`src/rtl/uart_tx_arbiter.sv`:
```
// Round-robin arbiter that time-shares one uart_master transmitter between NREQ
// byte requesters: grant, hold data/en_tx until done (or timeout), ack, release.
module uart_tx_arbiter #(
    parameter int NREQ    = 4,
    parameter int DATA_W  = 8,
    parameter int TIMEOUT = 65535
) (
    input  logic                   clk_i,
    input  logic                   rst_i,
    input  logic [NREQ-1:0]        req_i,
    input  logic [NREQ*DATA_W-1:0] req_data_i,
    input  logic                   u_tx_done_i,
    output logic [NREQ-1:0]        grant_o,
    output logic [NREQ-1:0]        ack_o,
    output logic                   err_o,
    output logic [DATA_W-1:0]      data_o,
    output logic                   en_tx_o,
    output logic                   busy_o
);
    localparam int IW = (NREQ > 1) ? $clog2(NREQ) : 1;
    // A zero TIMEOUT still needs a one-bit counter to keep the logic legal.
    localparam int CW = (TIMEOUT > 0) ? $clog2(TIMEOUT + 1) : 1;
    localparam logic [CW-1:0]   TO_LAST = CW'((TIMEOUT > 0) ? TIMEOUT - 1 : 0);
    localparam logic [CW-1:0]   CNT_MAX = '1;
    localparam logic [NREQ-1:0] ONE_HOT = NREQ'(1);

    typedef enum logic [1:0] {IDLE, SEND, RELEASE} state_t;

    state_t            state_q;
    logic [IW-1:0]     last_q, cur_q;
    logic [CW-1:0]     cnt_q;
    logic [NREQ-1:0]   grant_q, ack_q;
    logic              err_q, en_tx_q, busy_q;
    logic [DATA_W-1:0] data_q;

    logic          win_vld_d;
    logic [IW-1:0] win_idx_d;
    logic          to_hit;

    // Search begins one past the last winner so every requester gets a turn.
    always_comb begin
        win_vld_d = 1'b0;
        win_idx_d = '0;
        for (int k = 1; k <= NREQ; k++) begin
            if (!win_vld_d && req_i[(int'(last_q) + k) % NREQ]) begin
                win_vld_d = 1'b1;
                win_idx_d = IW'((int'(last_q) + k) % NREQ);
            end
        end
    end

    assign to_hit = (TIMEOUT != 0) && (cnt_q == TO_LAST);

    always_ff @(posedge clk_i or posedge rst_i) begin
        if (rst_i) begin
            state_q <= IDLE;
            last_q  <= IW'(NREQ - 1);
            cur_q   <= '0;
            cnt_q   <= '0;
            grant_q <= '0;
            ack_q   <= '0;
            err_q   <= 1'b0;
            en_tx_q <= 1'b0;
            busy_q  <= 1'b0;
            data_q  <= '0;
        end else begin
            grant_q <= '0;
            ack_q   <= '0;
            err_q   <= 1'b0;
            case (state_q)
                IDLE: begin
                    if (win_vld_d) begin
                        data_q  <= req_data_i[win_idx_d*DATA_W +: DATA_W];
                        cur_q   <= win_idx_d;
                        last_q  <= win_idx_d;
                        grant_q <= ONE_HOT << win_idx_d;
                        en_tx_q <= 1'b1;
                        busy_q  <= 1'b1;
                        cnt_q   <= '0;
                        state_q <= SEND;
                    end
                end
                SEND: begin
                    if (cnt_q != CNT_MAX)
                        cnt_q <= cnt_q + 1'b1;
                    // Done takes priority over a coincident timeout.
                    if (u_tx_done_i) begin
                        en_tx_q <= 1'b0;
                        ack_q   <= ONE_HOT << cur_q;
                        state_q <= RELEASE;
                    end else if (to_hit) begin
                        en_tx_q <= 1'b0;
                        err_q   <= 1'b1;
                        state_q <= RELEASE;
                    end
                end
                RELEASE: begin
                    if (!u_tx_done_i) begin
                        busy_q  <= 1'b0;
                        state_q <= IDLE;
                    end
                end
                default: begin
                    busy_q  <= 1'b0;
                    en_tx_q <= 1'b0;
                    state_q <= IDLE;
                end
            endcase
        end
    end

    assign grant_o = grant_q;
    assign ack_o   = ack_q;
    assign err_o   = err_q;
    assign data_o  = data_q;
    assign en_tx_o = en_tx_q;
    assign busy_o  = busy_q;
endmodule

```
`config.mk`:
```
export PLATFORM = sky130hd
export DESIGN_NAME = uart_tx_arbiter
export DESIGN_NICKNAME = d
export VERILOG_FILES = /design/src/rtl/uart_tx_arbiter.sv
export SDC_FILE = /design/constraint.sdc
export NUM_CORES = 1
export LEC_CHECK = 0
export CORE_ASPECT_RATIO = 1.25
export CORE_MARGIN = 2
export CORE_UTILIZATION = 33
export CTS_CLUSTER_SIZE = 12
export DETAILED_ROUTE_END_ITERATION = 12
export GPL_TIMING_DRIVEN = 0
export SYNTH_ARGS = -nofsm -noshare
export SYNTH_HDL_FRONTEND = slang
export SYNTH_SLANG_ARGS = --single-unit
export TNS_END_PERCENT = 50
```
`constraint.sdc`:
```
create_clock -name clk_i -period 2 [get_ports clk_i]
set_clock_uncertainty 0.2 [all_clocks]
set_input_delay 0.4 -clock clk_i [delete_from_list [all_inputs] [get_ports clk_i]]
set_output_delay 0.4 -clock clk_i [all_outputs]
set_load 0.005 [all_outputs]
```
After elaboration in Yosys (flattened, before gate mapping)
Cells that the tools add are included.
- bitwise logic cells: 6
- shift-type cells: 3
- multiplexer cells: 41
- magnitude comparators: 4
- add/sub/neg operators: 5
- reduce and logical (&&, ||, !) cells: 17
- eq/ne operators: 8
- operator list (kind ; number):
    $mux W16 ; 2
    $pmux W16 S2 ; 1
    $shiftx A32 B6 Y8 ; 1
    $mux W1 ; 19
    $add A16 B1 Y16 const B ; 1
    $eq A16 B16 Y1 const B ; 1
    $lt A3 B4 Y1 const B ; 4
    $mux W2 ; 8
    $mux W4 ; 4
    $ne A16 B16 Y1 const B ; 1
    $reduce_and A3 Y1 ; 4
    $bmux W1 S2 ; 4
    $reduce_or A2 Y1 ; 4
    $shl A1 B2 Y4 const A ; 2
    $ne A2 B2 Y1 const B ; 3
    $pmux W1 S3 ; 2
    $pmux W2 S3 ; 1
    $add A2 B1 Y2 const B ; 2
    $add A2 B2 Y2 const B ; 2
    $and A1 B1 Y1 const A ; 4
    $logic_and A1 B1 Y1 ; 3
    $logic_not A1 Y1 ; 3
    $ne A3 B3 Y1 const B ; 1
    $eq A2 B1 Y1 const B ; 1
    other kinds (5) ; 6
- flip-flop bits (word level): 41
- bits of input ports: 39
- logic and storage cells: 94
- output and inout port bits: 19

Depth between registers and ports, before layout
Gate-level depths: netlist (run 1).
- word-level depth: 19
- depth in mapped cells: 7
- mapped depth without buffers: 6

Worst setup path before layout (run 1)
Ideal clock, no wire load.
- kind: register to register
- from: register last_q[1]
- to: register data_q[0], in the netlist data_o[0]
- required time: 1662 ps
- buffers on the path: 2
- slack: 94 ps
- clock period less this slack: 1906 ps
- stages on the path, launching flop included: 8
- setup time: 138 ps
- data arrival time: 1568 ps
- cell sequence: dfstp_2 clkbuf_2 nand2_1 a21oi_1 o221a_2 buf_2 mux2i_1 o221ai_1
- cells in the longest elaborated chain, start to end: 15
- ends and longest elaborated chain (what ; RTL line ; RTL):
    start: declaration ; 30 ; logic [IW-1:0] last_q, cur_q;
    start signal: assignment ; 57 ; last_q <= IW'(NREQ - 1);
    start signal: assignment ; 75 ; last_q <= win_idx_d;
    $add A2 B1 Y2 ; 45, 47 ;
    $bmux W1 S2 ; 45 ; if (!win_vld_d && req_i[(int'(last_q) + k) % NREQ]) begin
    $mux W1 (implied by the code) (2 in series) ; 45 ;
    $mux W1 ; 45 ;
    $logic_not A1 Y1 ; 45 ;
    $logic_and A1 B1 Y1 ; 45 ;
    $mux W1 ; 45 ;
    $logic_not A1 Y1 ; 45 ;
    $logic_and A1 B1 Y1 ; 45 ;
    $mux W1 ; 45 ;
    $logic_not A1 Y1 ; 45 ;
    $logic_and A1 B1 Y1 ; 45 ;
    $mux W2 or $mux W1 (tied branches) ; 45 ;
    $shiftx A32 B6 Y8 or $reduce_and A2 Y1 (tied branches) ; - ;
    end signal: assignment ; 73 ; data_q <= req_data_i[win_idx_d*DATA_W +: DATA_W];
    end: declaration ; 34 ; logic [DATA_W-1:0] data_q;
Several ways; a longest one is shown, not always the timed one. The select of a mux whose other input is x is not followed.
A chain may end at the register's enable or synchronous reset.

Worst setup path in the final report (run 1)
- from: register last_q[1]
- to: register data_q[3], in the netlist data_o[3]
The elaborated chain is that of the path after synthesis.

==> results of run 1 <==
-- registers in the layout, summed over array words and instances (netlist names) --
name	flops
ack_o	4
cnt_q	16
last_q	2
cur_q	2
grant_o	4
err_o	1
en_tx_o	1
data_o	8
state_q	2
busy_o	1
-- power by group through the flow --
stage / clock network (uW) / registers [uW] / logic [uW]
2_1_floorplan: 0 / 1230 / 823
3_3_place_gp: 0 / 1240 / 1390
3_5_place_dp: 0 / 1240 / 1400
4_1_cts: 594 / 1240 / 1550
5_1_grt: 635 / 1290 / 1790
6_report: 578 / 1250 / 1620
-- stage by stage --
step	total power (uW)	setup TNS, ns	worst slack, ns	hold WS (ns)
6_report	3440	0	0.0699	0.256
5_1_grt	3710	-0.109	-0.0353	0.296
4_1_cts	3390	0	0.00630	0.258
3_5_place_dp	2650	-17.54	-0.674	0.245
3_3_place_gp	2630	-34.87	-0.633	0.242
2_1_floorplan	2060	0	0.0943	0.225
-- repair_timing --
item	in CTS	in global routing
endpoints found under the setup margin	30	26
buffers inserted	3	5
resized for setup	15	10
pin swaps	2	8
cloned	1	0
hold buffers	0	0
-- placed cells by master (no fill, tap or decap), drive strengths merged, types with 3 or more instances in the layout --
master and count:
o221ai 8, xor2 5, dlygate4sd2 3, clkdlybuf4s50 53
inv 8, mux2i 22, nand4 8, dfrtp 39
a21oi 9, nand3 6, nor2 20, nor3 7
nor4 5, nand2b 5, xnor2 3, o21ai 4
buf 17, clkbuf 7, nand2 30
-- layout make-up --
cell class	count	area (um2)	share of cell area, %
multi-input cells	150	1030	34.1
flip-flops and latches	41	1030	33.9
repair buffers	66	664	21.9
well taps	85	106	3.51
clock buffers	6	82.6	2.72
plain buffers	9	73.8	2.43
inverters	8	30.0	0.990
clock inverters	2	13.8	0.454
-- final timing paths --
| check | start | endpoint | slack, ns |
|---|---|---|---|
| setup / recovery | last_q[1] | data_o[3] | 0.07 |
| min in group asynchronous | rst_i | data_o[0] | 0.39 |
| max in group asynchronous | rst_i | cnt_q[8] | 0.66 |
| hold / removal | cur_q[1] | ack_o[1] | 0.26 |
| setup reg to reg | last_q[1] | data_o[3] | 0.07 |
| hold reg to reg | cur_q[1] | ack_o[1] | 0.26 |
-- cell families (layout without fill, tap and decap cells) --
group | Yosys count | after routing | share of synthesized area (%)
buffers and inverters | 18 | 91 | 4.19
AO/OA/AOI/OAI | 29 | 29 | 9.89
adder cells (fa/ha/maj) | 2 | 2 | 1.20
flip-flops | 41 | 41 | 49.3
AND/OR/NAND/NOR | 89 | 89 | 21.6
XOR/XNOR | 8 | 8 | 3.36
multiplexers | 22 | 22 | 10.5
-- layer usage --
| layer | vias to the layer above | track usage, % |
|---|---|---|
| met5 | - | 0 |
| met4 | 0 | 4.39 |
| met2 | 33 | 23.8 |
| met3 | 6 | 3.92 |
| met1 | 839 | 20.7 |
| li1 | 888 | - |
==> key figures, run 1 <==
Worst setup path
  – Critical Path RT: 1.96 ns
  – WS Path Type: reg -> reg
  – Crit-path slowest cell: dfstp_2
  – Worst Path Buf+Inv: 2
  – Critical Path Start Type: register
  – CP endpoint kind: register
  – Critical Path Max Stage Delay: 0.57 ns
  – Critical path depth: 6
  – Most frequent CP cell: mux2i_1
  – R2R depth: 6
  – Critical-path maximum fanout: 5
  – Critical path arrival: 1.89 ns
  – CP Cell Sequence: mux2i_1 > o221a_4 > buf_6 > buf_16 > mux2i_1 > o221ai_1
  – Crit path max-delay family: flip-flops

CTS
  – CTS Buffer Depth: 2
  – CTS tree: done
  – Num CTS Buffers: 5
  – Clock slew at reported path FFs: 0.08 ns
  – Clock Latency Late Sink: 0.29 ns
  – Clock Root Buffer: clkbuf_8
  – Htree depth: 2
  – CTS Sinks: 41

Route
  – WL/cell: 13.4 um
  – DR pass1 iterations: 4
  – Routed WL: 4.93 mm
  – Initial drt markers: 84
  – Met3 routed WL: 170 um
  – DR vias/cell: 4.81
  – Routed wl met2: 2.47 mm
  – Via count: 1766
  – Detail Route Antenna Nets: 0
  – # DRC: 0
  – Highest routed layer: met4
  – Met1 Wirelength: 2.23 mm

Layout
  – Diode count: 0
  – # fillers: 597
  – Nets: 322
  – Share of cells above drive strength 1: 14.9%
  – Synth-to-Final Area Change: 45.3%
  – Final instance area: 3030 um2
  – Non-Filler Instances: 367
  – Final Util: 49.2%

Yosys
  – Synth top cells by count: dfrtp_1 (39), nand2_1 (30), mux2i_1 (22)
  – Syn_nets: 250
  – Post-synth ARST share: 100%
  – Netlist cell types: 38
  – Synth top area cells: dfrtp_1 (47%), mux2i_1 (11%), nand2_1 (5.4%), nor2_1 (3.6%), o221ai_1 (3.4%)
  – Number of synthesized flops with an enable pin: 0
  – Synth area leader: dfrtp_1
  – Mean Syn Cell Area: 9.99 um2
  – Most frequent cell after synthesis: dfrtp_1
  – Ys Warns: 0
  – Post-Synthesis Cells: 209
  – Top_reg_cell synth: dfrtp_1
  – Sequential area share after synthesis: 49.3%
  – Mapped Area: 2090 um2
  – Synthesized flop and latch total: 41
  – Top-area cell type share of the netlist area: 46.7%

Timing
  – Peak Freq: 518 MHz
  – Period minus WS final: 1.93 ns
  – Slew HR: 43.3%
  – RSZ-0062 raised after global routing: true
  – Final slew viol count: 0
  – Final Hold Fails: 0
  – Worst Max-Slew Pin Slew: 0.849 ns
  – Number of setup violations in the final report: 0
  – Final period util: 96.5%

Pwr
  – NetSw: 1220 uW
  – Leakage power: 0.00138 uW
  – Clock power frac: 16.8%
  – Sequential Power Share: 36.2%
  – Peak supply drop: 437 uV
  – Sw Ratio: 35.4%
  – Pwr dens: 1130 nW/um2
  – Combinational group share of total power: 47.0%
  – P_int: 2220 uW

Floorplan
  – Initial core utilization: 33.9%
  – Core Area: 6170 um2
  – Die W: 75.2 um
  – Row count: 32
  – Die area: 6980 um2
  – Chip Height: 92.9 um
  – IO Count: 58

GRT
  – Gr usage total: 15.3%
  – Largest net degree at the start of global routing: 42
  – Initial antenna violation count: 0
  – Total grt overflow: 0
  – Number of global-route vias before repair: 1719
  – Global-route wire length before repair: 8.23 mm

Min path
  – HP Class: reg -> reg
  – Hold Path Stages: 1

Place
  – Placement Cell Area: 2770 um2
  – Port Buffers: 57
  – DP Cell Count: 351
  – Global placement routability congestion: 0.792
  – Post-detail-place hpwl: 3.37 mm

Status
  – Outcome: finished clean

Job
  – Max-cap violations: 0
No activity file was read; power rests on OpenSTA's default activity.
==> run 2, diff against run 1 <==
--- a/config.mk
+++ b/config.mk
@@ -6,11 +6,11 @@
 export NUM_CORES = 1
 export LEC_CHECK = 0
 export CORE_ASPECT_RATIO = 1.25
-export CORE_MARGIN = 2
 export CORE_UTILIZATION = 33
 export CTS_CLUSTER_SIZE = 12
 export DETAILED_ROUTE_END_ITERATION = 12
 export GPL_TIMING_DRIVEN = 0
+export MAX_ROUTING_LAYER = met4
 export SYNTH_ARGS = -nofsm -noshare
 export SYNTH_HDL_FRONTEND = slang
 export SYNTH_SLANG_ARGS = --single-unit
==> run 2 against run 1 <==
Net effect:
- first-iteration DRC count rose by 55%
- via count is 0.96% higher
- setup slack got worse by 0.041 ns
- combinational power about the same
- utilization rose by 0.81 points
- fmax down 2.1%
- die area is 4.8% lower
- sequential share of layout area shrank 0.33 points
- power up 3.7%
- critical path type unchanged
==> key figures, run 2 (synthesis gave the netlist of run 1 again) <==
Job
  – Max-cap violations: 0

Min path
  – HP Class: reg -> reg
  – Hold Path Stages: 1

Layout
  – Storage element area: 1030 um2
  – Commonest non-fill, non-tap cell in the layout: clkdlybuf4s50_1
  – # fillers: 575
  – Share of cells above drive strength 1: 14.9%
  – Nets: 322
  – Synth-to-Final Area Change: 46.7%
  – Max FFs per register: 16
  – Diode count: 0
  – Most frequent cells in the layout: clkdlybuf4s50_1 (54), dfrtp_1 (39), nand2_1 (30), nor2_1 (20), mux2i_1 (18)
  – Multi-input gate area: 1050 um2
  – Biggest register: cnt_q

Floorplan
  – Die W: 73.2 um
  – Core Area: 6130 um2
  – Chip Height: 90.9 um
  – Die area: 6650 um2
  – Row count: 32
  – Initial core utilization: 34.1%
  – IO Count: 58

Timing
  – Period minus WS final: 1.97 ns
  – RSZ-0062 raised after global routing: true
  – Worst Max-Slew Pin Slew: 0.844 ns
  – Final slew viol count: 0
  – Final Hold Fails: 0
  – Peak Freq: 507 MHz
  – Number of setup violations in the final report: 0
  – Min Hold Slack: 0.266 ns
  – Final period util: 98.6%
  – Slew HR: 43.6%

Place
  – Port Buffers: 57
  – Global placement routability congestion: 0.801
  – Post-detail-place hpwl: 3.41 mm

Route
  – DR pass1 iterations: 4
  – Routed WL: 4.94 mm
  – DR vias/cell: 4.86
  – # DRC: 0
  – Initial drt markers: 130
  – Via count: 1783
  – Detail Route Antenna Nets: 0
  – WL/cell: 13.5 um

GRT
  – Total grt overflow: 0
  – Global-route wire length before repair: 8.49 mm
  – Initial antenna violation count: 0
  – Number of global-route vias before repair: 1822
  – Gr usage total: 17.0%
  – Largest net degree at the start of global routing: 42

Pwr
  – Peak supply drop: 717 uV
  – Pwr Total: 3570 uW
  – Pwr dens: 1160 nW/um2
  – Leakage power: 0.00137 uW

CTS
  – CTS Buffer Depth: 2
  – CTS Sinks: 41
  – Num CTS Buffers: 5
  – Hold buffers post-CTS: 0
  – Htree depth: 2
  – Clock Root Buffer: clkbuf_8
  – Clock Latency Late Sink: 0.29 ns
  – Clock slew at reported path FFs: 0.08 ns
  – CTS tree: done

Worst setup path
  – Critical-path maximum fanout: 7
  – CP endpoint kind: register
  – Critical path arrival: 1.94 ns
  – Critical Path RT: 1.97 ns
  – WS Path Type: reg -> reg
  – Critical Path Start Type: register
  – R2R depth: 6

Status
  – Outcome: finished clean
-- run 2: cell count changes in the layout (fill, tap and decap cells not counted), sizes merged --
cell and change:
bufinv +1, clkinv -1, dlymetal6s2s -1, clkdlybuf4s50 +1
-- run 2: path summary, 6_finish.rpt --
path / startpoint / end / slack, ns
worst max-delay path: last_q[1] / data_o[0] / 0.03
worst min-delay path: cur_q[1] / ack_o[0] / 0.27
worst max register to register: last_q[1] / data_o[0] / 0.03
worst min register to register: cur_q[1] / ack_o[0] / 0.27
max in group asynchronous: rst_i / cnt_q[8] / 0.67
min in group asynchronous: rst_i / grant_o[2] / 0.39
-- run 2: routing by layer --
layer / GRT usage, % / share of wire (%)
met1: 21.8 / 46
met2: 25.7 / 48
met3: 4.77 / 4.7
met4: 5.23 / 1.3
met5: - / 0
-- run 2: metrics by stage --
stage / instance area, um2 / util (%) / setup TNS (ns) / instances / worst slack [ns]
finish: 3060 / 50.0 / 0 / 367 / 0.0287
global route: 3060 / 50.0 / -0.418 / 367 / -0.0712
CTS: 2950 / 48.2 / 0 / 361 / 0.0105
detailed placement: 2770 / 45.1 / -13.27 / 351 / -0.549
global placement: 2770 / 45.1 / -30.32 / 351 / -0.516
floorplan: 2090 / - / 0 / 209 / 0.0943
-- run 2: critical path, stage by stage, from the launching register on --
cell,delay (ns)
dfstp_2,0.59
mux2i_1,0.23
o221a_4,0.26
buf_6,0.11
buf_8,0.12
mux2i_1,0.21
o221ai_1,0.12
-- run 2: cell type report --
type	instances	area share (%)
clock buffers	6	2.37
inverters	8	0.980
repair buffers	66	21.9
clock inverters	2	1.14
plain buffers	9	2.29
flip-flops and latches	41	33.6
well taps	85	3.47
multi-input cells	150	34.3
-- run 2: where the power goes --
part | leakage (uW) | switching, uW | total, uW | internal [uW]
clock network | 0.0000552 | 283 | 653 | 370
logic | 0.000783 | 763 | 1650 | 890
registers | 0.000533 | 190 | 1260 | 1070
total | 0.00137 | 1240 | 3570 | 2330
-- run 2: repair_timing --
item	4_1_cts	5_1_grt
gates cloned	1	0
buffers inserted	2	6
endpoints found under the setup margin	27	26
pin swaps	2	8
gates resized for setup	11	14
